### src/rtl/serial_compare.sv
// rtl/serial_compare.sv - multi-cycle MSB-first magnitude comparator with early exit
module serial_compare #(
    parameter int BUS_SIZE = 16,
    parameter int DIGIT    = 4
) (
    input  logic                clk,
    input  logic                rst_n,
    input  logic                start,
    input  logic                signed_mode,
    input  logic [BUS_SIZE-1:0] a,
    input  logic [BUS_SIZE-1:0] b,
    output logic                busy,
    output logic                done,
    output logic                eq,
    output logic                lt,
    output logic                gt
);
    localparam int NDIG  = BUS_SIZE / DIGIT;
    localparam int IDX_W = (NDIG > 1) ? $clog2(NDIG) : 1;
    localparam logic [IDX_W-1:0] LAST_IDX = IDX_W'(NDIG - 1);
    localparam logic [BUS_SIZE-1:0] MSB_MASK = {1'b1, {(BUS_SIZE-1){1'b0}}};

    typedef enum logic [1:0] {S_IDLE, S_SCAN, S_DONE} state_t;

    state_t              r_state;
    state_t              w_next;
    logic [BUS_SIZE-1:0] r_a;
    logic [BUS_SIZE-1:0] r_b;
    logic [IDX_W-1:0]    r_idx;
    logic                r_eq;
    logic                r_lt;
    logic                r_gt;

    logic                w_accept;
    logic [BUS_SIZE-1:0] w_sh_a;
    logic [BUS_SIZE-1:0] w_sh_b;
    logic [DIGIT-1:0]    w_dig_a;
    logic [DIGIT-1:0]    w_dig_b;
    logic                w_differ;
    logic                w_last;

    // DONE accepts start just like IDLE, giving back-to-back compares.
    assign w_accept = start && (r_state != S_SCAN);
    assign w_sh_a   = r_a >> (DIGIT * int'(r_idx));
    assign w_sh_b   = r_b >> (DIGIT * int'(r_idx));
    assign w_dig_a  = w_sh_a[DIGIT-1:0];
    assign w_dig_b  = w_sh_b[DIGIT-1:0];
    assign w_differ = (w_dig_a != w_dig_b);
    assign w_last   = (r_idx == '0);

    always_ff @(posedge clk) begin
        if (!rst_n) begin
            r_state <= S_IDLE;
        end else begin
            r_state <= w_next;
        end
    end

    always_comb begin
        w_next = r_state;
        case (r_state)
            S_IDLE:  w_next = w_accept ? S_SCAN : S_IDLE;
            S_SCAN:  w_next = (w_differ || w_last) ? S_DONE : S_SCAN;
            S_DONE:  w_next = w_accept ? S_SCAN : S_IDLE;
            default: w_next = S_IDLE;
        endcase
    end

    always_comb begin
        busy = (r_state == S_SCAN);
        done = (r_state == S_DONE);
        eq   = r_eq;
        lt   = r_lt;
        gt   = r_gt;
    end

    // Flipping both MSBs maps two's complement onto offset binary, so the
    // unsigned digit scan below serves both modes.
    always_ff @(posedge clk) begin
        if (!rst_n) begin
            r_a   <= '0;
            r_b   <= '0;
            r_idx <= '0;
            r_eq  <= 1'b0;
            r_lt  <= 1'b0;
            r_gt  <= 1'b0;
        end else if (w_accept) begin
            r_a   <= signed_mode ? (a ^ MSB_MASK) : a;
            r_b   <= signed_mode ? (b ^ MSB_MASK) : b;
            r_idx <= LAST_IDX;
            r_eq  <= 1'b0;
            r_lt  <= 1'b0;
            r_gt  <= 1'b0;
        end else if (r_state == S_SCAN) begin
            if (w_differ) begin
                r_lt <= (w_dig_a < w_dig_b);
                r_gt <= (w_dig_a > w_dig_b);
            end else if (w_last) begin
                r_eq <= 1'b1;
            end else begin
                r_idx <= r_idx - IDX_W'(1);
            end
        end
    end
endmodule
### config.mk
export PLATFORM = sky130hd
export DESIGN_NAME = serial_compare
export DESIGN_NICKNAME = d
export VERILOG_FILES = /design/src/rtl/serial_compare.sv
export SDC_FILE = /design/constraint.sdc
export NUM_CORES = 1
export LEC_CHECK = 0
export BUFFER_PORTS_ARGS = -buffer_cell sky130_fd_sc_hd__clkbuf_2
export CAP_MARGIN = 20
export CORE_AREA = 2 2 59 61
export DETAILED_ROUTE_END_ITERATION = 8
export DIE_AREA = 0 0 61 63
export PLACE_DENSITY = 0.8
export REMOVE_ABC_BUFFERS = 1
export SLEW_MARGIN = 20
export SYNTH_ARGS = -nofsm -noshare
export SYNTH_HDL_FRONTEND = slang
export SYNTH_SLANG_ARGS = --single-unit
### constraint.sdc
create_clock -name clk -period 5.4 [get_ports clk]
set_input_delay 0 -clock clk [delete_from_list [all_inputs] [get_ports clk]]
set_output_delay 0 -clock clk [all_outputs]
set_load 0.02 [all_outputs]
* Yosys cells after proc, flatten, opt, wreduce, memory -nomap -nowiden
Cells that the tools add are included.
Storage, ports and cells: register bits after elaboration 39, bits of input ports 36, output and inout port bits 5, word-level logic and storage cells 41
Operators by class: add/sub/neg operators 1, $lt $le $gt $ge 2, eq/ne operators 6, shift-type cells 2, muxes and demuxes 9, bitwise gates (word level) 4, reductions and logical operators 10
Operator list (number):
- $mux W16 | 2
- $shr A16 B4 Y4 | 2
- $mux W2 | 5
- $reduce_and A3 Y1 | 2
- $gt A4 B4 Y1 | 1
- $logic_not A2 Y1 | 2
- $lt A4 B4 Y1 | 1
- $ne A2 B2 Y1 const B | 2
- $ne A4 B4 Y1 | 1
- $not A1 Y1 | 4
- $pmux W2 S2 | 1
- $reduce_or A2 Y1 | 2
- $eq A2 B1 Y1 const B | 1
- $eq A2 B2 Y1 const B | 1
- $ne A2 B1 Y1 const B | 1
- $reduce_and A2 Y1 | 1
- $reduce_bool A2 Y1 | 1
- $sub A2 B1 Y2 const B | 1
- $logic_and A1 B1 Y1 | 1
- $logic_or A1 B1 Y1 | 1
- $mux W1 | 1

* Longest topological paths before layout
depth after elaboration 5, gate-level depth with buffers 8, depth with buffers taken out 7

* Least setup slack after synthesis
Ideal clock, no wire load.
path type register to register, start point register r_idx[0], end point register r_idx[1], library setup time 86 ps, arrival 1968 ps, required time 5314 ps, path slack 3347 ps, stages on the path, launching flop included 8, buffers on the path 1, period minus slack after synthesis 2053 ps, cells stage by stage dfxtp_1 -> clkbuf_8 -> mux4_1 -> ha_1 -> nand4_4 -> nor3_4 -> nor3_1 -> a211oi_1
Between the ends: word-level cells in the longest chain between the ends 5, elaborated cells on any way between the ends 12, those cells by class 1 x add/sub; 3 x eq/ne; 2 x shift; 4 x mux; 2 x reduce/logical
RTL lines:
- start: declaration | RTL line 29 | logic [IDX_W-1:0] r_idx;
- start signal: assignment | RTL line 101 | r_idx <= r_idx - IDX_W'(1);
- branches (longest 5 deep; another with $shr A16 B4 Y4)
Several ways; the timed one is not identified. The select of a mux whose other input is x is not followed. A chain may end at the register's enable or synchronous reset.

* Worst setup path after layout
Ends and elaborated chain as after synthesis.

==> metrics.csv <==
stage,metric,value,unit
synthesis,synthFlopType,dfxtp_1,
route,via_count,1557,
global_route,grt_max_degree,38,
placement,port_buffers,40,
sta,maxSlewViolCount,0,
setup_path,crit_required,5.68,ns
route,final_antenna_net_count,0,
layout,drive_gt1_frac,0.211,
floorplan,core.rowCount,21,
setup_path,worstPathArrival,2.67,ns
route,drc,0,
sta,slew_headroom,0.303,
sta,tightest_slew,1.04,ns
synthesis,yosysMostFrequentCell,nand2_1,
run,max_cap_violations,0,
setup_path,crit_chain,mux4_1 -> ha_1 -> nand4_4 -> nor3_4 -> nor3_1 -> a211oi_1,
global_route,overflow,0,
min_path,min_from,b[2],
layout,synthToLayoutAreaGrowth,32.1,%
setup_path,crit_buf_inv,0,
sta,setup_tns,0,ns
sta,rsz0062_at_grt,no,
setup_path,r2r_slack,3.00,ns
synthesis,synth_top_cells_by_count,"65 x nand2_1, 39 x dfxtp_1, 34 x a21oi_1",
placement,place.gp.congestion,0.783,
sta,finClkSkew,0.00473,ns
synthesis,synthCells,196,
clock_tree,ctsHtreeMaxLevel,2,
power_and_ir_drop,p_per_area,257,nW/um^2
synthesis,synth_top_area_cell,dfxtp_1,
min_path,min_path_type,in -> reg,
sta,setup_viol,0,
route,vias_per_cell,4.99,
synthesis,ys_seq_elements,39,
synthesis,synth_seq_area_share,0.441,
sta,holdWs,0.407,ns
clock_tree,root_buffer,clkbuf_4,
setup_path,crit_family,flip-flops,
global_route,grt_pass1_vias,1466,
clock_tree,cts_sinks,39,
sta,fin_crit_sh,0.444,
floorplan,die_h,63,microns
global_route,antenna_found_initial,0,
synthesis,async_reset_ff_frac,0,
global_route,grt_pass1_wl,6430,microns
floorplan,dieArea,3840,sq um
route,drt_iter0_drc,60,
setup_path,crit_type,reg -> reg,
setup_path,cp-start-kind,flop,
synthesis,synthesis.area,1770,sq um
clock_tree,clk_path_buf_depth,2,
floorplan,start_util,0.548,
clock_tree,cts_tree,done,
route,wirelength,3880,microns
synthesis,synth_edf_count,0,
global_route,grt_use_total,0.232,
setup_path,cp_max_fo,11,
run_status,status,finished clean,
sta,hold_viol_final,0,
floorplan,die_w,61,microns
sta,fin_crit,2.40,ns
layout,diodes,0,
setup_path,critPathCaptureType,flop,
floorplan,core_area,3230,sq um
route,dr.pass1.iters,4,
synthesis,syn_avg_cell_area,9.04,sq um
synthesis,synthTopCellsByArea,"dfxtp_1 44%, nand2_1 14%, a21oi_1 9.6%, mux4_1 5.9%, mux4_2 5.1%",
clock_tree,clkLatencyLatePin,0.35,ns
synthesis,yosys.area.top_type_share,0.441,
setup_path,slowest_stage,dfxtp_1,
sta,max_freq,0.417,GHz
synthesis,ys_warn_count,0,
clock_tree,clkTransAtPathRegs,0.10,ns
clock_tree,cts-buffers-inserted,5,
power_and_ir_drop,p_leak,0.992,nW
power_and_ir_drop,max-vdd-ir-drop,0.142,mV
route,avgRoutedWirePerCell,12.4,microns
setup_path,r2r_start,r_idx[0],
setup_path,slowest_delay,0.67,ns
layout,n_fill_cell,252,
synthesis,ys_types,30,
placement,dp_hpwl,2440,microns
layout,num-nets-final,308,
clock_tree,cts_setup_buffers,0,
floorplan,pin_count,41,
setup_path,startpoint,r_idx[0],
==> stage by stage <==
step	utilization	area, sq um	setup slack [ns]	power (mW)	instances
floorplan	-	1680	3.24	0.416	184
CTS	0.724	2340	2.98	0.606	312
finish	0.724	2340	3.00	0.602	312
detailed placement	0.600	1940	3.01	0.453	270
global route	0.724	2340	2.83	0.640	312
global placement	0.600	1940	3.10	0.448	270
==> per-layer routing <==
metal / global-route usage / vias up / wire length (microns)
li1: - / 804 / -
met1: 0.260 / 700 / 1570
met2: 0.386 / 41 / 1980
met3: 0.0787 / 12 / 202
met4: 0.106 / 0 / 123
met5: 0 / - / 0
==> area by class of cell <==
cell class              instances  area (sq um)  area share
repair buffers                 76           561       0.239
clock buffers                   6          41.3      0.0176
multi-input cells             136           867       0.370
well taps                      46          57.6      0.0246
flip-flops and latches         39           781       0.334
inverters                       9          33.8      0.0144
==> state kept, by name, summed over array words and instances, names as in the netlist <==
signal,cells
r_a,16
lt,1
gt,1
r_idx,2
r_b,16
r_state,2
eq,1
==> worst min-delay path, cell delays in order <==
cell	delay, ns
dlygate4sd3_1	0.53
clkbuf_2	0.10
nand2_1	0.04
a21oi_1	0.05
==> final timing paths <==
path                                 end  cells past startpoint
worst min-delay path              r_b[2]                      4
worst max register to register  r_idx[1]                      6
worst min register to register    r_a[7]                      2
worst max-delay path            r_idx[1]                      6
==> cell families (layout without fill, tap and decap cells) <==
group           Yosys count  after routing  share of synthesized area
buf+inv                  21             91                     0.0699
xor+xnor                  2              2                    0.00989
fa+ha+maj                 5              5                     0.0353
compound gates           40             40                      0.128
flops                    39             39                      0.441
mux                       8              8                      0.110
simple gates             81             81                      0.206
==> layout by cell type (no fill, tap or decap), drive strengths merged <==
| master | count |
|---|---|
| a211oi | 4 |
| a21oi | 34 |
| a2bb2oi | 1 |
| and2 | 1 |
| and2b | 1 |
| clkbuf | 46 |
| dfxtp | 39 |
| dlygate4sd3 | 36 |
| ha | 5 |
| inv | 9 |
| mux4 | 8 |
| nand2 | 65 |
| nand2b | 1 |
| nand4 | 2 |
| nor2 | 5 |
| nor2b | 1 |
| nor3 | 4 |
| nor3b | 1 |
| o211ai | 1 |
| xnor2 | 2 |
==> where the power goes <==
| group | internal, mW | leakage, nW | switching, mW |
|---|---|---|---|
| Sequential | 0.308 | 0.321 | 0.0171 |
| Combinational | 0.0746 | 0.647 | 0.0677 |
| Clock | 0.0463 | 0.0242 | 0.0886 |
| Total | 0.429 | 0.992 | 0.174 |
==> what timing repair did <==
action / 4_1_cts / 5_1_grt
hold buffers: 36 / 0
resized for setup: 0 / 0
hold endpoints to repair: 35 / 0
Note: power is estimated with default switching activity, not from simulation.
